**config.mk**
```make
export PLATFORM = sky130hd
export DESIGN_NAME = video_pattern_gen_flat
export DESIGN_NICKNAME = d
export VERILOG_FILES = /design/src/rtl/video_pattern_gen_if.sv /design/src/rtl/video_pattern_gen.sv /design/src/flat_wrapper.sv
export SDC_FILE = /design/constraint.sdc
export NUM_CORES = 1
export LEC_CHECK = 0
export ABC_AREA = 1
export CORE_MARGIN = 3
export CORE_UTILIZATION = 38
export DETAILED_ROUTE_END_ITERATION = 7
export SLEW_MARGIN = 20
export SYNTH_ARGS = -nofsm -noshare
export SYNTH_HDL_FRONTEND = slang
export SYNTH_SLANG_ARGS = --single-unit
```
**constraint.sdc**
```tcl
create_clock -name clk_pixel -period 4.7 [get_ports clk_pixel]
set_input_delay 0.47 -clock clk_pixel [delete_from_list [all_inputs] [get_ports clk_pixel]]
set_output_delay 0.47 -clock clk_pixel [all_outputs]
set_load 0.02 [all_outputs]
```
**src/rtl/video_pattern_gen_if.sv**
```systemverilog
// Scan-coordinate / pixel bus between the HDMI encoder (master) and the pattern source (slave).
interface video_pattern_gen_if #(
  parameter int BIT_WIDTH = 11
);
  logic [BIT_WIDTH-1:0] cx;
  logic [BIT_WIDTH-1:0] cy;
  logic [23:0]          rgb;

  modport master (output cx, output cy, input rgb);
  modport slave  (input cx, input cy, output rgb);
endinterface

```
**src/rtl/video_pattern_gen.sv**
```systemverilog
// Test-pattern pixel source: five patterns, button-cycled with frame-start commit.
// Optional build macro PATGEN_CROSSHAIR_EN adds a white centre crosshair overlay.
module video_pattern_gen #(
  parameter int          BIT_WIDTH       = 11,
  parameter int          FRAME_WIDTH     = 1280,
  parameter int          FRAME_HEIGHT    = 720,
  parameter int          DEBOUNCE_CYCLES = 742500,
  parameter logic [23:0] LFSR_SEED       = 24'hACE1F5
) (
  input  logic                clk_pixel,
  input  logic                rst_n,
  video_pattern_gen_if.slave  vid,
  input  logic                mode_btn,
  output logic [2:0]          mode,
  output logic [7:0]          frame_count
);

  localparam int                   DB_W     = (DEBOUNCE_CYCLES < 2) ? 1 : $clog2(DEBOUNCE_CYCLES);
  localparam logic [DB_W-1:0]      DB_LAST  = DB_W'(DEBOUNCE_CYCLES - 1);
  localparam logic [23:0]          SEED_EFF = (LFSR_SEED == 24'h000000) ? 24'h000001 : LFSR_SEED;
  localparam int                   BAR_W    = FRAME_WIDTH / 8;
  localparam logic [BIT_WIDTH-1:0] FW       = BIT_WIDTH'(FRAME_WIDTH);
  localparam logic [BIT_WIDTH-1:0] FH       = BIT_WIDTH'(FRAME_HEIGHT);
  localparam logic [BIT_WIDTH-1:0] X_LAST   = BIT_WIDTH'(FRAME_WIDTH - 1);
  localparam logic [BIT_WIDTH-1:0] Y_LAST   = BIT_WIDTH'(FRAME_HEIGHT - 1);

  logic            r_sync1, r_sync2, r_db;
  logic [DB_W-1:0] r_db_cnt;
  logic [2:0]      r_pending, r_mode;
  logic [7:0]      r_frame_count;
  logic [23:0]     r_lfsr, r_rgb;

  logic            w_mismatch, w_db_accept, w_db_rise;
  logic [2:0]      w_pending_next, w_mode_eff;
  logic            w_frame_start, w_frame_end, w_active;
  logic [6:0]      w_bar_ge;
  logic [2:0]      w_bar_idx;
  logic [7:0]      w_grey;
  logic [23:0]     w_pattern, w_rgb_next;

  // Button path: sync, debounce, rising-edge detect feeding the pending mode.
  always_comb begin
    w_mismatch     = r_sync2 ^ r_db;
    w_db_accept    = w_mismatch && (r_db_cnt == DB_LAST);
    w_db_rise      = w_db_accept && r_sync2;
    w_pending_next = r_pending;
    if (w_db_rise)
      w_pending_next = (r_pending == 3'd4) ? 3'd0 : r_pending + 3'd1;
    w_frame_start  = (vid.cx == '0) && (vid.cy == '0);
    w_frame_end    = (vid.cx == X_LAST) && (vid.cy == Y_LAST);
    // Pixel (0,0) already belongs to the newly committed mode.
    w_mode_eff     = w_frame_start ? w_pending_next : r_mode;
  end

  // Thermometer of bar boundaries; the last bar absorbs any remainder.
  generate
    for (genvar gi = 0; gi < 7; gi++) begin : g_bar
      assign w_bar_ge[gi] = (vid.cx >= BIT_WIDTH'((gi + 1) * BAR_W));
    end
  endgenerate

  always_comb begin
    w_bar_idx = 3'd0;
    for (int k = 0; k < 7; k++)
      w_bar_idx = w_bar_idx + {2'b00, w_bar_ge[k]};
  end

  always_comb begin
    w_active  = (vid.cx < FW) && (vid.cy < FH);
    w_grey    = vid.cx[7:0] + r_frame_count;
    w_pattern = {{8{~w_bar_idx[1]}}, {8{~w_bar_idx[2]}}, {8{~w_bar_idx[0]}}};
    case (w_mode_eff)
      3'd1:    w_pattern = (vid.cx[5] ^ vid.cy[5]) ? 24'hFFFFFF : 24'h000000;
      3'd2:    w_pattern = {w_grey, w_grey, w_grey};
      3'd3:    w_pattern = r_lfsr;
      3'd4:    w_pattern = {r_frame_count, ~r_frame_count, 8'h80};
      default: ;
    endcase
`ifdef PATGEN_CROSSHAIR_EN
    if ((vid.cx == BIT_WIDTH'(FRAME_WIDTH / 2)) || (vid.cy == BIT_WIDTH'(FRAME_HEIGHT / 2)))
      w_pattern = 24'hFFFFFF;
`else
`endif
    w_rgb_next = w_active ? w_pattern : 24'h000000;
  end

  always_ff @(posedge clk_pixel or negedge rst_n) begin
    if (!rst_n) begin
      r_sync1       <= 1'b0;
      r_sync2       <= 1'b0;
      r_db          <= 1'b0;
      r_db_cnt      <= '0;
      r_pending     <= 3'd0;
      r_mode        <= 3'd0;
      r_frame_count <= 8'd0;
      r_lfsr        <= SEED_EFF;
      r_rgb         <= 24'h000000;
    end else begin
      r_sync1 <= mode_btn;
      r_sync2 <= r_sync1;
      if (!w_mismatch || w_db_accept)
        r_db_cnt <= '0;
      else
        r_db_cnt <= r_db_cnt + 1'b1;
      if (w_db_accept)
        r_db <= r_sync2;
      r_pending <= w_pending_next;
      if (w_frame_start)
        r_mode <= w_pending_next;
      if (w_frame_end)
        r_frame_count <= r_frame_count + 8'd1;
      r_lfsr <= {r_lfsr[22:0], r_lfsr[23] ^ r_lfsr[22] ^ r_lfsr[21] ^ r_lfsr[16]};
      r_rgb  <= w_rgb_next;
    end
  end

  assign vid.rgb     = r_rgb;
  assign mode        = r_mode;
  assign frame_count = r_frame_count;

endmodule
```
**src/flat_wrapper.sv**
```systemverilog
// flat-port wrapper written by rule: the top's interface ports become plain ports
module video_pattern_gen_flat 
#(
  parameter int          BIT_WIDTH       = 11,
  parameter int          FRAME_WIDTH     = 1280,
  parameter int          FRAME_HEIGHT    = 720,
  parameter int          DEBOUNCE_CYCLES = 742500,
  parameter logic [23:0] LFSR_SEED       = 24'hACE1F5
)
  (clk_pixel, rst_n, mode_btn, mode, frame_count, vid_cx, vid_cy, vid_rgb);
  video_pattern_gen_if #(.BIT_WIDTH(BIT_WIDTH)) vid_i ();
  input  logic clk_pixel;
  input  logic rst_n;
  input  logic mode_btn;
  output logic [2:0] mode;
  output logic [7:0] frame_count;
  input wire logic [$bits(vid_i.cx)-1:0] vid_cx;
  input wire logic [$bits(vid_i.cy)-1:0] vid_cy;
  output wire logic [$bits(vid_i.rgb)-1:0] vid_rgb;
  assign vid_i.cx = vid_cx;
  assign vid_i.cy = vid_cy;
  assign vid_rgb = vid_i.rgb;
  video_pattern_gen #(.BIT_WIDTH(BIT_WIDTH), .FRAME_WIDTH(FRAME_WIDTH), .FRAME_HEIGHT(FRAME_HEIGHT), .DEBOUNCE_CYCLES(DEBOUNCE_CYCLES), .LFSR_SEED(LFSR_SEED)) u_core (.clk_pixel(clk_pixel), .rst_n(rst_n), .vid(vid_i), .mode_btn(mode_btn), .mode(mode), .frame_count(frame_count));
endmodule
```
==> summary.txt, run 1 <==
Timing
  • Final TNS setup: 0 ns
  • Final Hold Viols: 0
  • RSZ-0062 raised after global routing: no
  • Slew HR: 0.430
  • Setup violators final: 0
  • Final period util: 0.799
  • Clock skew: 0.00472 ns
  • Final worst-path setup slack: 0.943 ns
  • Worst Tran Pin Value: 0.855 ns
  • Slew Limit Fails: 0
  • Min cycle time layout: 3.76 ns
  • Max frequency: 0.266 GHz

Critical path
  • Critical path data arrival time: 4.02 ns
  • R2R depth: 13
  • Crit start category: primary input
  • R2R setup slack: 1.92 ns
  • Worst r2r src: u_core.r_db_cnt[11]
  • Crit-path max FO: 8
  • Reg2reg end: u_core.vid.rgb[21]
  • Crit Path Category: primary input to register
  • CP required: 4.96 ns
  • CP Capture Type: register

Clocking
  • Post-CTS Setup Inserts: 0
  • # clock sinks: 85
  • # resized after CTS: 0
  • Clock root cell: clkbuf_16
  • Clk Latency, worst-skew pair: 0.34 ns
  • Clk pin slew, worst setup/hold paths: 0.06 ns
  • Longest Clk Path Bufs: 2
  • CTS tree: done
  • Hold buffers post-CTS: 0
  • H-Tree Depth: 3
  • CTS Buf Count: 9

Place
  • Setup WS pre-CTS: 0.609 ns
  • GP Congestion: 0.899
  • Buffers on Ports: 59
  • Hpwl dp: 7680 um

Synth
  • Synthesized flop and latch total: 85
  • Sequential-to-total area share from yosys stat: 0.483
  • Post-Synth Simple-Gate Area: 0.278
  • Post-synth ARST share: 1.00
  • EDFF count, synth: 0
  • Yosys top cell area share: 0.400
  • Adder-Cell Fraction of Synth Area: 0.0575
  • Synth Flop Type: dfrtp_1
  • Synth Area in Compound Gates: 0.0665
  • Ys Warns: 0
  • Post-synth top cells: nand2_1, nor2_1, dfrtp_1, inv_1, nand3_1
  • Synth area leader: dfrtp_1
  • Syn_nets: 556
  • Post-Synthesis Cells: 513
  • Synthesized area per cell: 8.65 um^2
  • Top-count cell post-synth: nand2_1
  • Xor/xnor share of the synthesized area: 0.0454
  • Synthesized cell area: 4440 um^2
  • Synth cell types: 39
  • Synth area leaders: dfrtp_1, dfstp_2, nand2_1
  • Mux cell area share after synthesis: 0
  • Largest family of logic cells by synthesized area: simple AND/OR/NAND/NOR gates

Power
  • Switch Pwr: 0.419 mW
  • Share of power burned in registers: 0.448
  • Clock group share of total power: 0.414
  • Pwr/cell area: 319 nW/um^2
  • Switching share of power: 0.242
  • Cell leakage power: 2.61 nW
  • VDD IR max: 0.189 mV
  • Design Power: 1.73 mW
  • Comb pwr share: 0.138
  • Internal power: 1.31 mW

Route
  • Drt via density: 5.04
  • Final wirelength: 10,400 um
  • Vias: 3,624
  • ANT nets after route: 0
  • DR iter-0 viols: 195
  • DRC errors left: 0
  • DRT Pass-1 Iters: 4
  • Routed WL per cell: 14.4 um

Floorplan
  • Core area: 11,100 um^2
  • Full die area: 13,000 um^2
  • Die width: 114 um
  • Rows: 38
  • Die Height: 114 um
  • I/O Pins: 60
  • Starting density of the core: 0.399

Hold path
  • HP Class: primary input to asynchronous set/reset pin

Finish
  • Fillers: 1,073
  • P&R area growth vs syn: 22.3%
  • Antenna diodes: 0
  • Layout cell share with drive strength beyond 1: 0.104
  • Nets: 617

Global route
  • Global route overflow: 0
  • GR peak layer: met2
  • Largest net degree at the start of global routing: 86
  • Met3 Track Usage GR: 0.0455
  • Number of global-route vias before repair: 3,618
  • Grt met2 use: 0.268
  • GR met1 Demand/Resource: 0.231
  • First-pass GRT wire length: 17,500 um
  • Gr usage total: 0.172
  • Initial antenna violation count: 0

Outcome
  • Status: completed

Run
  • Max-Cap Viols: 0
## critical path, stage by stage
cell,delay (ns)
clkdlybuf4s50_1,0.59
inv_2,0.09
nand2_2,0.09
inv_1,0.05
a41oi_1,0.18
ha_1,0.28
fa_1,0.53
inv_1,0.05
fa_1,0.53
inv_1,0.04
ha_1,0.19
fa_1,0.37
xor2_1,0.15
nand2_1,0.08
nand2_2,0.13
a21oi_1,0.19
## state kept, by name, indices dropped and copies added (netlist names)
signal              flops
u_core.r_lfsr          24
u_core.vid.rgb         24
u_core.r_db_cnt        20
u_core.frame_count      8
u_core.mode             3
u_core.r_pending        3
u_core.r_db             1
u_core.r_sync1          1
u_core.r_sync2          1
## cells in the final DEF, fill, tap and decap left out, drive strengths merged, types with 2 or more instances in the layout
| cell | netlist | layout |
|---|---|---|
| a21oi | 31 | 31 |
| a41oi | 2 | 2 |
| clkbuf | 1 | 15 |
| clkdlybuf4s50 | 0 | 58 |
| dfrtp | 71 | 71 |
| dfstp | 14 | 14 |
| fa | 4 | 4 |
| ha | 14 | 14 |
| inv | 62 | 62 |
| nand2 | 100 | 100 |
| nand3 | 44 | 44 |
| nand4 | 18 | 18 |
| nor2 | 83 | 83 |
| nor3 | 10 | 10 |
| nor4 | 2 | 2 |
| o21a | 2 | 2 |
| o21ai | 13 | 13 |
| or2 | 4 | 4 |
| xnor2 | 6 | 6 |
| xor2 | 17 | 17 |
## area by class of cell
class / count / area, um^2 / area share
tap: 140 / 175 / 0.0323
timing repair buffer: 59 / 592 / 0.109
inverter: 62 / 235 / 0.0433
clock buffer: 15 / 268 / 0.0493
sequential: 85 / 2140 / 0.395
multi-input combinational: 357 / 1990 / 0.366
clock inverter: 1 / 30.0 / 0.00553
## logic make-up after synthesis
logic type	Yosys count
buffers and inverters	71
AND/OR/NAND/NOR	263
flip-flops	85
AO/OA/AOI/OAI	53
adder cells (fa/ha/maj)	18
XOR/XNOR	23
## worst max-delay path by stage
stage / depth (start not counted) / start / to / slack [ns]
final: 16 / vid_cx[10] / u_core.vid.rgb[9] / 0.94
after global routing: 16 / vid_cx[8] / u_core.vid.rgb[9] / 0.79
after CTS: 16 / vid_cx[10] / u_core.vid.rgb[9] / 0.94
after detailed placement: 16 / vid_cx[10] / u_core.vid.rgb[10] / 0.61
after global placement: 16 / vid_cx[10] / u_core.vid.rgb[10] / 0.68
after floorplan: 15 / vid_cx[8] / u_core.vid.rgb[10] / 1.42
## metrics by stage
step / std cells / instance area [um^2] / hold slack, ns / util
floorplan: 513 / 4440 / 0.174 / -
global placement: 703 / 5130 / 0.339 / 0.461
detailed placement: 703 / 5130 / 0.336 / 0.461
CTS: 719 / 5430 / 0.350 / 0.488
global route: 719 / 5430 / 0.239 / 0.488
finish: 719 / 5430 / 0.175 / 0.488
## power by group through the flow
| stage | clock, mW | sequential (mW) | combinational [mW] |
|---|---|---|---|
| 2_1_floorplan | 0 | 0.824 | 0.0826 |
| 3_3_place_gp | 0 | 0.788 | 0.238 |
| 3_5_place_dp | 0 | 0.788 | 0.242 |
| 4_1_cts | 0.730 | 0.775 | 0.243 |
| 5_1_grt | 0.765 | 0.778 | 0.264 |
| 6_report | 0.717 | 0.775 | 0.239 |
## layer usage
layer / up-vias / share of wire / wire length, um
met5: - / 0 / 0
met4: 0 / 0.018 / 182
met3: 14 / 0.059 / 611
met2: 100 / 0.46 / 4770
met1: 1723 / 0.46 / 4820
li1: 1787 / - / -
No activity file was read; power rests on OpenSTA's default activity.
==> run 2, diff against run 1 <==
==> constraint.sdc (replaced) <==
create_clock -name clk_pixel -period 3.9 [get_ports clk_pixel]
set_input_delay 0.39 -clock clk_pixel [delete_from_list [all_inputs] [get_ports clk_pixel]]
set_output_delay 0.39 -clock clk_pixel [all_outputs]
set_load 0.02 [all_outputs]
==> run 2 against run 1 <==
Effect of this change:
- utilization grew 0.65 points
- global-route usage grew 0.069 points
- cell count grew 1.4%
- flip-flop and latch count is the same
- power grew 20%
- highest routed layer unchanged
- setup slack lost 0.61 ns
- clock power grew 19%
- combinational power grew 24%
- register-to-register slack lost 0.48 ns
- cell area grew 1.3%
- sequential share of layout area shrank 0.52 points
- sequential power grew 21%
==> summary.txt, run 2 (synthesis results as in run 1) <==
Outcome
  • Status: completed

Route
  • Drt via density: 4.99
  • DRC errors left: 0
  • ANT nets after route: 0
  • DRT Pass-1 Iters: 7
  • Routed WL per cell: 14.5 um
  • Final wirelength: 10,600 um
  • Vias: 3,637
  • DR iter-0 viols: 289

Clocking
  • Clk Latency, worst-skew pair: 0.34 ns
  • CTS Buf Count: 9
  • # clock sinks: 85
  • Hold buffers post-CTS: 0
  • Longest Clk Path Bufs: 2
  • H-Tree Depth: 3
  • Clk pin slew, worst setup/hold paths: 0.06 ns
  • Clock root cell: clkbuf_16
  • # resized after CTS: 0
  • CTS tree: done
  • Post-CTS Setup Inserts: 0

Finish
  • Layout cell share with drive strength beyond 1: 0.122
  • FF/Latch Area: 2140 um^2
  • Post-Route Utilization: 0.495
  • P&R area growth vs syn: 24.0%
  • Non-Filler Instances: 729
  • Fillers: 1,071
  • Antenna diodes: 0
  • Most frequent cells in the layout: nand2_1, nor2_1, dfrtp_1, clkdlybuf4s50_1, inv_1
  • Nets: 627
  • Most common cell after layout, fill and taps aside: nand2_1
  • Multi-input gate area: 1990 um^2

Critical path
  • CP Capture Type: register
  • Crit start category: primary input
  • Crit Path Category: primary input to register
  • Critical path data arrival time: 3.82 ns
  • Max stage delay on crit path: 0.56 ns
  • Crit path max-delay cell type: clkdlybuf4s50_1
  • Crit-path max FO: 8
  • Cell Chain, Critical Path: clkdlybuf4s50_1, nor2_4, nand2_2, inv_1, a41oi_1, ha_1, fa_1, inv_1, fa_1, inv_1, ha_1, fa_1, xor2_1, nand2_1, nand2_2, a21oi_1
  • CP required: 4.16 ns

Global route
  • Gr usage total: 0.173
  • First-pass GRT wire length: 17,700 um
  • Largest net degree at the start of global routing: 86
  • Initial antenna violation count: 0
  • Number of global-route vias before repair: 3,680
  • Global route overflow: 0

Timing
  • Final period util: 0.914
  • Slew HR: 0.495
  • Max frequency: 0.280 GHz
  • Setup violators final: 0
  • Clock skew: 0.00833 ns
  • Slew Limit Fails: 0
  • Final Hold Viols: 0
  • Min cycle time layout: 3.57 ns
  • RSZ-0062 raised after global routing: no
  • Worst Tran Pin Value: 0.758 ns

Hold path
  • HP Class: primary input to asynchronous set/reset pin

Floorplan
  • Die width: 114 um
  • Core area: 11,100 um^2
  • I/O Pins: 60
  • Full die area: 13,000 um^2
  • Die Height: 114 um
  • Rows: 38
  • Starting density of the core: 0.399

Place
  • Buffers on Ports: 59
  • GP Congestion: 0.919
  • Hpwl dp: 7920 um
  • Dpl cells: 713

Power
  • Share of power burned in registers: 0.449
  • Design Power: 2.08 mW
  • Switch Pwr: 0.514 mW
  • Cell leakage power: 2.66 nW
  • Pwr/cell area: 378 nW/um^2
  • Comb pwr share: 0.142
  • Internal power: 1.57 mW
  • Switching share of power: 0.247
  • VDD IR max: 0.254 mV
  • Clock group share of total power: 0.409

Run
  • Max-Cap Viols: 0
-- run 2: changes by cell type in the layout (fill, tap and decap cells not counted), sizes merged --
cell | previous run | this run
buf | 1 | 11
clkbuf | 15 | 12
clkinv | 0 | 3
-- run 2: area by class of cell --
class | count | area share
clock buffers | 12 | 0.0448
clock inverters | 4 | 0.00887
inverters | 62 | 0.0427
multi-input cells | 357 | 0.361
flip-flops and latches | 85 | 0.390
well taps | 140 | 0.0318
repair buffers | 69 | 0.121
-- run 2: critical path, delay by kind of cell --
| kind | cells | cell delay (ns) |
|---|---|---|
| AO/OA/AOI/OAI | 2 | 0.37 |
| adder cells (fa/ha/maj) | 5 | 1.90 |
| buffers and inverters | 4 | 0.71 |
| XOR/XNOR | 1 | 0.15 |
| AND/OR/NAND/NOR | 4 | 0.30 |
-- run 2: worst paths after layout --
kind / startpoint / endpoint / slack, ns / cells after the start
min in group clk_pixel: u_core.r_sync1 / u_core.r_sync2 / 0.35 / 0
max in group asynchronous: rst_n / u_core.frame_count[7] / 3.28 / 1
hold / removal: rst_n / u_core.r_db_cnt[12] / 0.08 / 1
hold reg to reg: u_core.r_sync1 / u_core.r_sync2 / 0.35 / 0
setup reg to reg: u_core.r_db_cnt[11] / u_core.vid.rgb[15] / 1.44 / 14
setup / recovery: vid_cx[9] / u_core.vid.rgb[13] / 0.33 / 16
-- run 2: power groups by stage --
stage	Combinational (mW)	Clock, mW	Sequential, mW
final	0.296	0.851	0.934
after global routing	0.326	0.912	0.938
after CTS	0.301	0.876	0.935
after detailed placement	0.300	0	0.950
after global placement	0.295	0	0.951
after floorplan	0.0995	0	0.993
-- run 2: per-layer routing --
| layer | vias up | GRT usage | share of wire |
|---|---|---|---|
| li1 | 1801 | - | - |
| met2 | 113 | 0.266 | 0.46 |
| met1 | 1706 | 0.238 | 0.46 |
| met5 | - | 0 | 0 |
| met3 | 17 | 0.0439 | 0.062 |
| met4 | 0 | 0.0625 | 0.020 |
-- run 2: through the flow --
| stage | hold WS, ns | TNS (ns) | cell area, um^2 | setup WS, ns |
|---|---|---|---|---|
| 2_1_floorplan | 0.0944 | 0 | 4440 | 0.699 |
| 3_3_place_gp | 0.337 | 0 | 5200 | 0.0594 |
| 3_5_place_dp | 0.349 | -0.0535 | 5200 | -0.0231 |
| 4_1_cts | 0.279 | 0 | 5500 | 0.331 |
| 5_1_grt | 0.156 | 0 | 5500 | 0.0865 |
| 6_report | 0.0818 | 0 | 5500 | 0.334 |
